File: src/rtl/encoder_proj.sv
// Hamming(7,4) serial encoder: a 4-entry nibble FIFO feeds a UART-like framer
// (one start bit, seven code bits LSB first, one stop bit).
module encoder_proj #(
    parameter int unsigned CLKS_PER_BIT = 4
) (
    input  logic       clock,
    input  logic       reset_n,
    input  logic [3:0] in_data,
    input  logic       in_valid,
    output logic       in_ready,
    output logic       tx,
    output logic       busy,
    output logic [6:0] code_out,
    output logic       frame_done,
    output logic [2:0] fifo_count
);

    typedef enum logic [1:0] {IDLE, START, DATA, STOP} state_t;

    localparam logic [7:0] BIT_LAST = 8'(CLKS_PER_BIT - 1);

    state_t     state, state_n;
    logic [7:0] cnt, cnt_n;
    logic [2:0] idx, idx_n;
    logic [6:0] shreg, shreg_n, code_n;
    logic       tx_n, busy_n, done_n;
    logic       push, pop;

    logic [3:0] mem [4];
    logic [1:0] wr_ptr, rd_ptr;
    logic [2:0] count;

    function automatic logic [6:0] hamming(input logic [3:0] d);
        logic p1, p2, p3;
        p1 = d[0] ^ d[1] ^ d[3];
        p2 = d[0] ^ d[2] ^ d[3];
        p3 = d[1] ^ d[2] ^ d[3];
        return {d[3], d[2], d[1], p3, d[0], p2, p1};
    endfunction

    assign fifo_count = count;
    assign in_ready   = (count != 3'd4);
    assign push       = in_valid & in_ready;

    always_comb begin
        state_n = state;
        cnt_n   = cnt;
        idx_n   = idx;
        shreg_n = shreg;
        code_n  = code_out;
        pop     = 1'b0;
        case (state)
            IDLE: pop = (count != 3'd0);
            START: begin
                if (cnt == 8'd0) begin
                    state_n = DATA;
                    cnt_n   = BIT_LAST;
                    idx_n   = '0;
                end else begin
                    cnt_n = cnt - 8'd1;
                end
            end
            DATA: begin
                if (cnt == 8'd0) begin
                    cnt_n = BIT_LAST;
                    if (idx == 3'd6) begin
                        state_n = STOP;
                    end else begin
                        idx_n   = idx + 3'd1;
                        shreg_n = {1'b0, shreg[6:1]};
                    end
                end else begin
                    cnt_n = cnt - 8'd1;
                end
            end
            STOP: begin
                if (cnt == 8'd0) begin
                    if (count != 3'd0) pop = 1'b1;
                    else               state_n = IDLE;
                end else begin
                    cnt_n = cnt - 8'd1;
                end
            end
            default: state_n = IDLE;
        endcase

        // A pop from IDLE or from the last stop cycle both start a fresh frame.
        if (pop) begin
            code_n  = hamming(mem[rd_ptr]);
            shreg_n = code_n;
            state_n = START;
            cnt_n   = BIT_LAST;
        end

        if (state_n == START)     tx_n = 1'b0;
        else if (state_n == DATA) tx_n = shreg_n[0];
        else                      tx_n = 1'b1;
        busy_n = (state_n != IDLE);
        // Registered from next-state so the pulse lines up with the final stop cycle.
        done_n = (state_n == STOP) && (cnt_n == 8'd0);
    end

    always_ff @(posedge clock) begin
        if (!reset_n) begin
            state      <= IDLE;
            cnt        <= '0;
            idx        <= '0;
            shreg      <= '0;
            code_out   <= '0;
            tx         <= 1'b1;
            busy       <= 1'b0;
            frame_done <= 1'b0;
            wr_ptr     <= '0;
            rd_ptr     <= '0;
            count      <= '0;
        end else begin
            state      <= state_n;
            cnt        <= cnt_n;
            idx        <= idx_n;
            shreg      <= shreg_n;
            code_out   <= code_n;
            tx         <= tx_n;
            busy       <= busy_n;
            frame_done <= done_n;
            if (push) begin
                mem[wr_ptr] <= in_data;
                wr_ptr      <= wr_ptr + 2'd1;
            end
            if (pop) rd_ptr <= rd_ptr + 2'd1;
            count <= count + {2'b00, push} - {2'b00, pop};
        end
    end

endmodule
File: config.mk
export PLATFORM = sky130hd
export DESIGN_NAME = encoder_proj
export DESIGN_NICKNAME = d
export VERILOG_FILES = /design/src/rtl/encoder_proj.sv
export SDC_FILE = /design/constraint.sdc
export NUM_CORES = 1
export LEC_CHECK = 0
export CORE_MARGIN = 8
export CORE_UTILIZATION = 58
export CTS_BUF_LIST = sky130_fd_sc_hd__clkbuf_8 sky130_fd_sc_hd__clkbuf_16
export DETAILED_ROUTE_END_ITERATION = 10
export MAX_ROUTING_LAYER = met4
export PLACE_DENSITY = 0.79
export SKIP_LAST_GASP = 1
export SLEW_MARGIN = 0
export SYNTH_ARGS = -nofsm -noshare
export SYNTH_HDL_FRONTEND = slang
export SYNTH_SLANG_ARGS = --single-unit
File: constraint.sdc
create_clock -name clock -period 3.2 [get_ports clock]
set_clock_uncertainty 0.1 [all_clocks]
set_input_delay 0.48 -clock clock [delete_from_list [all_inputs] [get_ports clock]]
set_output_delay 0.48 -clock clock [all_outputs]
set_load 0.01 [all_outputs]
After elaboration in Yosys (flattened, before gate mapping):

Memory sizes are Yosys's and may differ from the RTL's. A register that Yosys moved wholly into a read port is not among the register bits.
Cells that the tools add are included.
W data, S select, Z words.

* input port bits: 7
* memories kept: 1
* RAM bits: 16
* word-level logic and storage cells: 79
* flip-flop bits (word level): 37
* output and inout port bits: 14

Memory list
* mem: words 4, bits a word 4, read ports 1, clocked after Yosys merged registers in 1, wr ports 1, RTL line 29 `logic [3:0] mem [4];`

* muxes and demuxes: 29
* equality and inequality tests: 12
* bitwise gates (word level): 7
* reductions and logical operators: 12
* add/sub/neg operators: 6

Operator list (number)
* $mux W7: 4
* $mux W8: 3
* $logic_not A8 Y1: 2
* $mux W2: 8
* $pmux W8 S2: 1
* $mux W3: 3
* $eq A2 B2 Y1 const B: 4
* $ne A2 B2 Y1 const B: 4
* $reduce_bool A2 Y1: 4
* $sub A8 B1 Y8 const B: 1
* $mux W1: 7
* $pmux W2 S3: 1
* $pmux W3 S2: 1
* $xor A1 B1 Y1: 6
* $add A2 B1 Y2 const B: 2
* $eq A2 B1 Y1 const B: 2
* $reduce_and A4 Y1: 1
* $add A3 B1 Y3: 1
* $add A3 B1 Y3 const B: 1
* $eq A3 B3 Y1 const B: 1
* $ne A3 B3 Y1 const B: 1
* $reduce_and A3 Y1: 1
* $reduce_bool A3 Y1: 1
* $sub A3 B1 Y3: 1
* other kinds (5): 5

Depth between registers and ports, before layout:

Gate-level depths: netlist of the first run.

* word-level depth: 8
* depth in mapped cells: 14
* mapped depth without buffers: 13

Least setup slack after synthesis of the first run:

Ideal clock, no wire load.

* path type: reg-to-reg
* start point: reg cnt[0]
* end point: reg count[2], in the netlist fifo_count[2]
* path buffers: 1
* required time: 2985 ps
* clock period less this slack: 2959 ps
* library setup time: 115 ps
* setup slack: 241 ps
* arrival time: 2745 ps
* cell stages (with the launch flop): 15
* cell sequence: dfxtp_1 -> inv_1 -> ha_1 -> nor3b_2 -> a31oi_1 -> or3_4 -> inv_2 -> buf_6 -> ha_1 -> inv_1 -> ha_1 -> fa_1 -> xor2_1 -> xnor2_1 -> and2_1

* word-level cells in the longest chain between the ends: 4

RTL lines
* from (decl): RTL line 23 `logic [7:0] cnt, cnt_n;`
* from (signal assigned): RTL line 118 `cnt <= cnt_n;`
* $logic_not A8 Y1: RTL line 77 `if (cnt == 8'd0) begin`
* $mux W1: RTL line 77
* $pmux W1 S2: RTL line 52 `case (state)`
* via pop: RTL line 27 `logic push, pop;`
* $sub A3 B1 Y3: RTL line 130 `count <= count + {2'b00, push} - {2'b00, pop};`
* to (signal assigned): RTL line 130
* to (decl): RTL line 31 `logic [2:0] count;`

The timed path passes the listed nets, and every way through them passes these cells.
A chain may end at the register's enable or synchronous reset.

Worst setup path in the final report of the first run:

* start point: reg cnt[0]
* end point: reg count[2], in the netlist fifo_count[2]

* word-level cells in the longest chain between the ends: 4

RTL lines (RTL line)
* $logic_not A8 Y1: 77
* $mux W1: 77
* $pmux W1 S2: 52
* $sub A3 B1 Y3: 130

No other way between the ends.

==> summary.txt, run 1 <==
Final setup margin = 411 ps
Vias in the first global route = 1806
LEAKAGE = 0.00121 uW
# setup viols final = 0
I/O pin total = 21
Synth Cell Area = 2700 um2
Layout fillers = 349
Max Cap Viol = 0
Antenna violations before repair = 0
Seq/Total Area, Yosys = 46.8%
R2R Setup Slk = 410 ps
Largest net degree at the start of global routing = 23
Sum Neg Setup Slack = 0 ps
Num CTS Buffers = 5
# hold bufs at CTS = 0
Crit path max-delay family = adder cells
Clock sinks = 55
Peak supply drop = 0.520 mV
N_diodes = 0
Arrival @ worst endpoint = 2900 ps
Status = completed
Residual DRC = 0
Max layer used = met4
Post-synth ARST share = 0%
Met2 WL post-DR = 2330 um
Yosys Warn Count = 0
CP most frequent cell = ha_1
Worst Path Required = 3310 ps
Final Cycle Share = 87.1%
Largest stage delay, worst path = 420 ps
Area grow syn2layout = 12.9%
Buf+Inv Stages, Crit Path = 3
Hold Crit Class = reg2reg
Max FO, Critical Path = 4
Routability congestion estimate = 0.938
Slowest CP cell = dfxtp_1
Std-Cell Rows = 25
CTS root buf = clkbuf_8
FF+latch count, synth = 55
Prevailing post-synth register cell = dfxtp_1
Die H = 84.2 um
DP HPWL = 3520 um
CP cell instances = inv_1 > ha_1 > nor3b_2 > a31oi_1 > or3_4 > inv_2 > ha_1 > inv_1 > ha_1 > fa_1 > xor2_1 > xnor2_1 > and2_1
Slew @ Worst Pin = 566 ps
Final Hold Viols = 0
PortBufs = 20
Clock Tree Buf Depth = 2
CTS H-tree lvls = 2
Core Footprint = 4600 um2
Syn_area_per_cell = 10.4 um2
Slew margin rel. = 62.0%
Pre-CTS WS = 405 ps
DIE AREA = 7090 um2
Die Wd = 84.2 um
Tmin final = 2790 ps
Clock transition at path regs = 100 ps
Gate Count Post-Synth = 260
Synth Net Count = 282
CTS tree = done
TritonRoute pass-1 iters = 4
Worst-skew pair later-pin latency = 310 ps
Unrepaired setup endpoints after global routing = false
Post CTS Setup Buffer Count = 0
Area of the multi-input gates = 1280 um2
Routed met3 length = 173 um
Wire per inst = 14.6 um
Post-synth EDFFs = 16
Vias per inst = 5.56
CP Class = reg2reg
Final-stage net count = 303
Power per cell area = 974 nW/um2
Routed Antenna Nets = 0
WL final = 4890 um
Register area = 1260 um2
Max-slew violations = 0
First-pass GRT wire length = 8120 um
Crit. End Element = register
Synth unique cells = 50
Vias = 1867
Fmax achieved = 359 MHz
Share of cells above drive strength 1 = 12.1%
Grt ovf = 0
# resized after CTS = 0
Iteration-0 DRC Markers = 90
Worst setup SP type = register
WL met1 = 2310 um
Initial core utilization = 58.7%
Total GRT Usage = 14.2%
per-layer routing:
metal / global-route usage (%) / vias to the layer above
li1: - / 951
met1: 16.8 / 877
met2: 22.4 / 30
met3: 3.19 / 9
met4: 6.59 / 0
met5: - / -
cell usage after synthesis, types with 2 or more instances:
cell type / count / area, um2
mux2_2: 5 / 56.3
xnor2_1: 10 / 87.6
nor3_1: 3 / 15.0
nand4_1: 3 / 18.8
o31a_1: 2 / 17.5
a21boi_0: 11 / 82.6
a2bb2oi_1: 2 / 17.5
and2_1: 8 / 50.1
edfxtp_1: 16 / 480
buf_6: 3 / 33.8
xor2_1: 5 / 43.8
and3_1: 8 / 50.1
o21a_1: 2 / 15.0
nand2_1: 27 / 101
nor2_1: 15 / 56.3
inv_1: 18 / 67.6
or4_2: 2 / 17.5
mux4_2: 4 / 90.1
clkbuf_1: 7 / 26.3
dfxtp_1: 39 / 781
o21ai_0: 10 / 50.1
a31oi_1: 4 / 25.0
ha_1: 14 / 175
buf_2: 2 / 10.0
nor4_1: 4 / 25.0
a21oi_1: 5 / 25.0
nand3_1: 6 / 30.0
or3_1: 2 / 12.5
a21boi_1: 2 / 15.0
placed cells by master (no fill, tap or decap), types with 10 or more instances in the layout:
cell type,n
edfxtp_1,16
nand2_1,27
ha_1,14
nor2_1,15
dfxtp_1,39
a21boi_0,11
xnor2_1,10
o21ai_0,10
clkdlybuf4s50_1,20
inv_1,18
cell type report:
type | count | share of cell area, %
clock buffer | 5 | 2.26
multi-input combinational | 173 | 42.0
clock inverter | 3 | 1.44
tap | 54 | 2.22
sequential | 55 | 41.4
inverter | 19 | 2.34
timing repair buffer | 27 | 8.30
sequential cells by signal (all words and copies together), names as in the netlist, named ones only:
register and count:
busy 1, tx 1, fifo_count 3, state 2, frame_done 1, rd_ptr 2
code_out 7, cnt 8, wr_ptr 2, idx 3, shreg 7, mem 16
report_power, final:
part	total, uW	switching (uW)	leakage, uW	internal [uW]
registers	1040	147	0.000465	897
logic	1460	757	0.000689	702
clock network	463	230	0.0000581	233
worst paths after layout:
path	from	end	depth (start not counted)
worst min register to register	code_out[3]	code_out[3]	2
worst max-delay path	cnt[0]	fifo_count[2]	13
worst min-delay path	code_out[3]	code_out[3]	2
worst max register to register	cnt[0]	fifo_count[2]	13
logic make-up after synthesis:
group	Yosys count	synth area share [%]
flops	55	46.8
compound gates	46	11.8
simple gates	87	17.8
buf+inv	32	5.80
mux	10	5.80
xor+xnor	15	4.87
fa+ha+maj	15	7.24
stage by stage:
step | instance area (um2) | std cells | util (%) | hold WS [ps] | power (uW)
global placement | 2930 | 328 | 63.8 | 345 | 2470
detailed placement | 2930 | 328 | 63.8 | 350 | 2510
CTS | 3050 | 336 | 66.2 | 368 | 2980
floorplan | 2700 | 260 | - | 344 | 2120
global route | 3050 | 336 | 66.2 | 384 | 3190
finish | 3050 | 336 | 66.2 | 362 | 2970
worst min-delay path, cell delays in order (launching register included):
cell and delay, ps:
dfxtp_1 320, nand3_1 60, nand2_1 50
(Power assumes the default switching activity.)
==> run 2, diff against run 1 <==
PLACE_DENSITY = 0.88   (was 0.79)
==> summary.txt, run 2 (same netlist as run 1, synthesis figures left out) <==
Max-slew violations = 0 (unchanged)
Std-Cell Rows = 25 (unchanged)
Status = completed
Most frequent cells in the layout = 39 x dfxtp_1, 27 x nand2_1, 20 x clkdlybuf4s50_1
Worst-skew pair later-pin latency = 320 ps (about the same)
CTS tree = done
Clock sinks = 55 (unchanged)
N_diodes = 0 (unchanged)
Wire per inst = 14.8 um (+1.9%)
Die H = 84.2 um (unchanged)
Residual DRC = 0 (unchanged)
Most common cell after layout, fill and taps aside = dfxtp_1
Reg power frac = 36.0% (+0.8 points)
Max Cap Viol = 0 (unchanged)
Slew @ Worst Pin = 619 ps (+52.8 ps)
Slew margin rel. = 58.6% (-3.4 points)
Peak supply drop = 0.536 mV (+3.0%)
Worst Path Required = 3320 ps (about the same)
Area of the multi-input gates = 1280 um2 (unchanged)
Vias in the first global route = 1881 (+4.2%)
Worst setup SP type = register
Total GRT Usage = 15.1% (+0.90 points)
Clock transition at path regs = 110 ps (about the same)
Largest net degree at the start of global routing = 22 (-4.3%)
LEAKAGE = 0.00120 uW (-1.2%)
DP HPWL = 3640 um (+3.2%)
Vias per inst = 5.67 (+2.1%)
Slowest CP cell = or3_4
Clk pwr share = 13.9% (-1.7 points)
Max FO, Critical Path = 13 (+9)
# resized after CTS = 0 (unchanged)
Routability congestion estimate = 0.940 (+0.18%)
Filler-free cell count of the finished design = 335 (-0.30%)
Layout fillers = 347 (-0.57%)
Largest Register = mem
Gate power share = 50.1% (+0.9 points)
PortBufs = 20 (unchanged)
DIE AREA = 7090 um2 (unchanged)
Share of cells above drive strength 1 = 11.7% (-0.31 points)
WL final = 4970 um (+1.6%)
CP most frequent cell = ha_1
Unrepaired setup endpoints after global routing = false
Largest stage delay, worst path = 390 ps (-30 ps)
Sw frac = 39.6% (+1.4 points)
Grt ovf = 0 (unchanged)
Hold Crit Class = reg2reg
P_sw = 1140 uW (+0.79%)
Internal Power = 1740 uW (-4.8%)
TritonRoute pass-1 iters = 4 (unchanged)
Antenna violations before repair = 0 (unchanged)
Num CTS Buffers = 5 (unchanged)
R2R Setup Slk = 260 ps (-150 ps)
DP Cell Count = 327 (-0.30%)
Origin of the worst setup path = cnt[0]
Register area = 1260 um2 (unchanged)
Max FFs per register = 16 (unchanged)
Power per cell area = 956 nW/um2 (-1.9%)
CP cell instances = inv_1 > ha_1 > nor3b_2 > a31oi_1 > or3_4 > inv_2 > ha_1 > inv_1 > ha_1 > fa_1 > xor2_1 > xnor2_1 > and2_1
Arrival @ worst endpoint = 3060 ps (+160 ps)
Post CTS Setup Buffer Count = 0 (unchanged)
# setup viols final = 0 (unchanged)
Vias = 1901 (+1.8%)
Clock Tree Buf Depth = 2 (unchanged)
Fmax achieved = 340 MHz (-5.2%)
Sum Neg Setup Slack = 0 ps (unchanged)
Final Cycle Share = 91.9% (+4.8 points)
Initial core utilization = 58.7% (unchanged)
Top Registers = mem (16), cnt (8)
Iteration-0 DRC Markers = 153 (+70%)
Routed Antenna Nets = 0 (unchanged)
Core Footprint = 4600 um2 (unchanged)
# hold bufs at CTS = 0 (unchanged)
Area grow syn2layout = 12.0%
First-pass GRT wire length = 8580 um (+5.6%)
Buf+Inv Stages, Crit Path = 3 (unchanged)
CTS root buf = clkbuf_8
Final-stage net count = 302 (-0.33%)
Final Hold Viols = 0 (unchanged)
Die Wd = 84.2 um (unchanged)
I/O pin total = 21 (unchanged)
CTS H-tree lvls = 2 (unchanged)
Crit. End Element = register
Worst reg2reg path startpoint = cnt[0]
Min-Delay Startpoint = code_out[3]
Tmin final = 2940 ps (+153 ps)
CP Class = reg2reg
Crit path max-delay family = adder cells
==> run 2: cell type report <==
class,instances,share of cell area [%]
Timing Repair Buffer,26,8.12
Sequential cell,55,41.8
Inverter,19,2.36
Multi-Input combinational cell,173,42.4
Clock buffer,5,2.28
Clock inverter,3,0.870
Tap cell,54,2.24
==> run 2: power by group through the flow <==
stage,clock [uW],combinational (uW),sequential (uW)
after floorplan,0,1080,1040
after global placement,0,1390,1050
after detailed placement,0,1430,1060
after CTS,416,1450,1040
after global routing,441,1610,1070
final,400,1450,1040
==> run 2: final timing paths <==
kind	cells after the start	end
max	13	fifo_count[2]
min	2	code_out[3]
max reg2reg	13	fifo_count[2]
min reg2reg	2	code_out[3]
==> run 2: worst min-delay path: stages (launching register included) <==
cell     delay, ps
dfxtp_1        320
nand3_1         70
nand2_1         50
==> run 2: stage by stage <==
stage | util, % | setup slack (ps) | hold slack, ps | power (uW) | instance area [um2]
5_1_grt | 65.7 | 100 | 401 | 3120 | 3020
4_1_cts | 65.7 | 246 | 375 | 2910 | 3020
2_1_floorplan | - | 241 | 344 | 2120 | 2700
6_report | 65.7 | 258 | 367 | 2890 | 3020
3_3_place_gp | 63.6 | 425 | 348 | 2440 | 2930
3_5_place_dp | 63.6 | 268 | 351 | 2490 | 2930
==> run 2: routing by layer <==
metal | wire, um | GRT usage, %
met2 | 2490 | 24.8
met4 | 97 | 7.54
met3 | 225 | 3.97
met5 | 0 | -
met1 | 2160 | 16.5
==> run 3, diff against run 2 <==
CORE_ASPECT_RATIO = 0.7   (was default)
REMOVE_ABC_BUFFERS = 1   (was default)
==> summary.txt, run 3 (same netlist as run 1, synthesis figures left out) <==
Status = completed
Most common cell after layout, fill and taps aside = dfxtp_1
Final-stage net count = 302 (unchanged)
Clock Tree Buf Depth = 2 (unchanged)
Sum Neg Setup Slack = 0 ps (unchanged)
Num CTS Buffers = 5 (unchanged)
Residual DRC = 0 (unchanged)
CP cell instances = inv_1 > ha_1 > nor3b_2 > a31oi_1 > or3_4 > inv_2 > ha_1 > inv_1 > ha_1 > fa_1 > xor2_1 > xnor2_1 > and2_1
Clock sinks = 55 (unchanged)
Iteration-0 DRC Markers = 143 (-6.5%)
Antenna violations before repair = 0 (unchanged)
Worst reg2reg path startpoint = cnt[0]
Initial core utilization = 61.2% (+2.6 points)
Area grow syn2layout = 12.1% (about the same)
Max FO, Critical Path = 13 (unchanged)
CP Class = reg2reg
Clk pwr share = 13.9% (about the same)
RR Endpoint = fifo_count[2]
# setup viols final = 0 (unchanged)
CTS root buf = clkbuf_8
CTS H-tree lvls = 2 (unchanged)
Share of cells above drive strength 1 = 11.7% (unchanged)
Std-Cell Rows = 20 (-20%)
P_sw = 1200 uW (+4.6%)
PortBufs = 20 (unchanged)
WL final = 5390 um (+8.4%)
Worst-skew pair later-pin latency = 310 ps (about the same)
Largest net degree at the start of global routing = 27 (+23%)
Slowest CP cell = or3_4
Cell Area, Placed = 2930 um2 (about the same)
Min-Delay Startpoint = code_out[3]
CTS tree = done
N_diodes = 0 (unchanged)
Gate power share = 50.4% (+0.3 points)
Die Wd = 97.5 um (+16%)
# resized after CTS = 0 (unchanged)
Max Cap Viol = 0 (unchanged)
Worst setup SP type = register
Routability congestion estimate = 0.975 (+3.7%)
Worst reg2reg path depth = 13 (unchanged)
Final std cell area, no fill = 3020 um2 (about the same)
DP Cell Count = 328 (+0.31%)
Post CTS Setup Buffer Count = 0 (unchanged)
Grt ovf = 0 (unchanged)
Slew margin rel. = 50.8% (-7.8 points)
R2R Setup Slk = 250 ps (about the same)
Most frequent cells in the layout = 39 x dfxtp_1, 27 x nand2_1, 20 x clkdlybuf4s50_1
First-pass GRT wire length = 9090 um (+6.0%)
DP HPWL = 3870 um (+6.6%)
Vias in the first global route = 1905 (+1.3%)
Power per cell area = 974 nW/um2 (+1.9%)
Slew @ Worst Pin = 733 ps (+114 ps)
Core Footprint = 4400 um2 (-4.2%)
Vias per inst = 5.78 (+1.8%)
Internal Power = 1750 uW (+0.35%)
# hold bufs at CTS = 0 (unchanged)
LEAKAGE = 0.00120 uW (-0.20%)
Crit. End Element = register
CP most frequent cell = ha_1
TritonRoute pass-1 iters = 5 (+1)
Reg power frac = 35.7% (-0.3 points)
Sw frac = 40.6% (+0.99 points)
Tmin final = 2950 ps (+5.17 ps)
Filler-free cell count of the finished design = 336 (+0.30%)
Final Cycle Share = 92.1% (+0.16 points)
Clock transition at path regs = 110 ps (about the same)
Die H = 73.1 um (-13%)
Vias = 1941 (+2.1%)
Peak supply drop = 0.521 mV (-2.8%)
Unrepaired setup endpoints after global routing = false
Routed Antenna Nets = 0 (unchanged)
Final Hold Viols = 0 (unchanged)
Largest Register = mem
Total GRT Usage = 15.9% (+0.82 points)
Max-slew violations = 0 (unchanged)
Largest stage delay, worst path = 390 ps (about the same)
Worst Path Required = 3310 ps (about the same)
Wire per inst = 16.0 um (+8.1%)
Hold path depth = 2 (unchanged)
DIE AREA = 7120 um2 (+0.49%)
Max FFs per register = 16 (unchanged)
Layout fillers = 338 (-2.6%)
Arrival @ worst endpoint = 3060 ps (about the same)
Hold EP = code_out[3]
Fmax achieved = 339 MHz (-0.18%)
Top Registers = mem (16), cnt (8)
I/O pin total = 21 (unchanged)
Hold Crit Class = reg2reg
-- run 3: cell types whose count changed in the layout (fill, tap and decap cells not counted) --
| cell | previous run | this run |
|---|---|---|
| clkinvlp_4 | 0 | 1 |
| clkinv_4 | 1 | 0 |
| inv_6 | 2 | 1 |
| inv_8 | 0 | 1 |
-- run 3: through the flow --
stage	setup slack, ps	util [%]	power, uW	hold WS [ps]
2_1_floorplan	172	-	2030	344
3_3_place_gp	424	66.4	2460	341
4_1_cts	267	68.6	2940	373
3_5_place_dp	316	66.4	2510	355
6_report	253	68.6	2950	368
5_1_grt	146	68.6	3160	387
-- run 3: worst max-delay path: cells and delay by family, from the launching register on --
kind / cells / cell delay (ps)
and+or+nand+nor: 3 / 760
AOI/OAI and AO/OA: 1 / 140
adders and majority gates: 4 / 900
DFF: 1 / 360
xor gates and xnor gates: 2 / 290
buffers and inverters: 3 / 300
-- run 3: power by group through the flow --
stage	sequential [uW]	clock [uW]	combinational, uW
floorplan	1060	0	968
global placement	1050	0	1410
detailed placement	1060	0	1450
CTS	1050	412	1480
global route	1070	440	1650
finish	1050	408	1480
-- run 3: how the worst max path moves through the flow --
| stage | startpoint | endpoint | slack (ps) | depth (start not counted) |
|---|---|---|---|---|
| 6_report | cnt[0] | fifo_count[2] | 250 | 13 |
| 3_5_place_dp | cnt[0] | fifo_count[2] | 320 | 13 |
| 2_1_floorplan | cnt[0] | fifo_count[2] | 170 | 13 |
| 4_1_cts | cnt[0] | fifo_count[2] | 270 | 13 |
| 3_3_place_gp | cnt[0] | fifo_count[2] | 420 | 13 |
| 5_1_grt | cnt[0] | fifo_count[2] | 150 | 13 |
-- run 3: layer usage --
metal	track usage (%)	vias to the layer above	part of all wire, %
met5	-	-	0
met4	5.35	0	1.2
met3	3.03	4	5.1
met2	25.1	62	45
met1	20.2	925	48
li1	-	950	-
-- run 3: cell type report --
| class | count | area, um2 | share of cell area, % |
|---|---|---|---|
| Sequential cell | 55 | 1260 | 41.7 |
| Inverter | 19 | 71.3 | 2.36 |
| Timing Repair Buffer | 26 | 245 | 8.11 |
| Multi-Input combinational cell | 173 | 1280 | 42.3 |
| Clock inverter | 3 | 27.5 | 0.911 |
| Tap cell | 55 | 68.8 | 2.28 |
| Clock buffer | 5 | 68.8 | 2.28 |
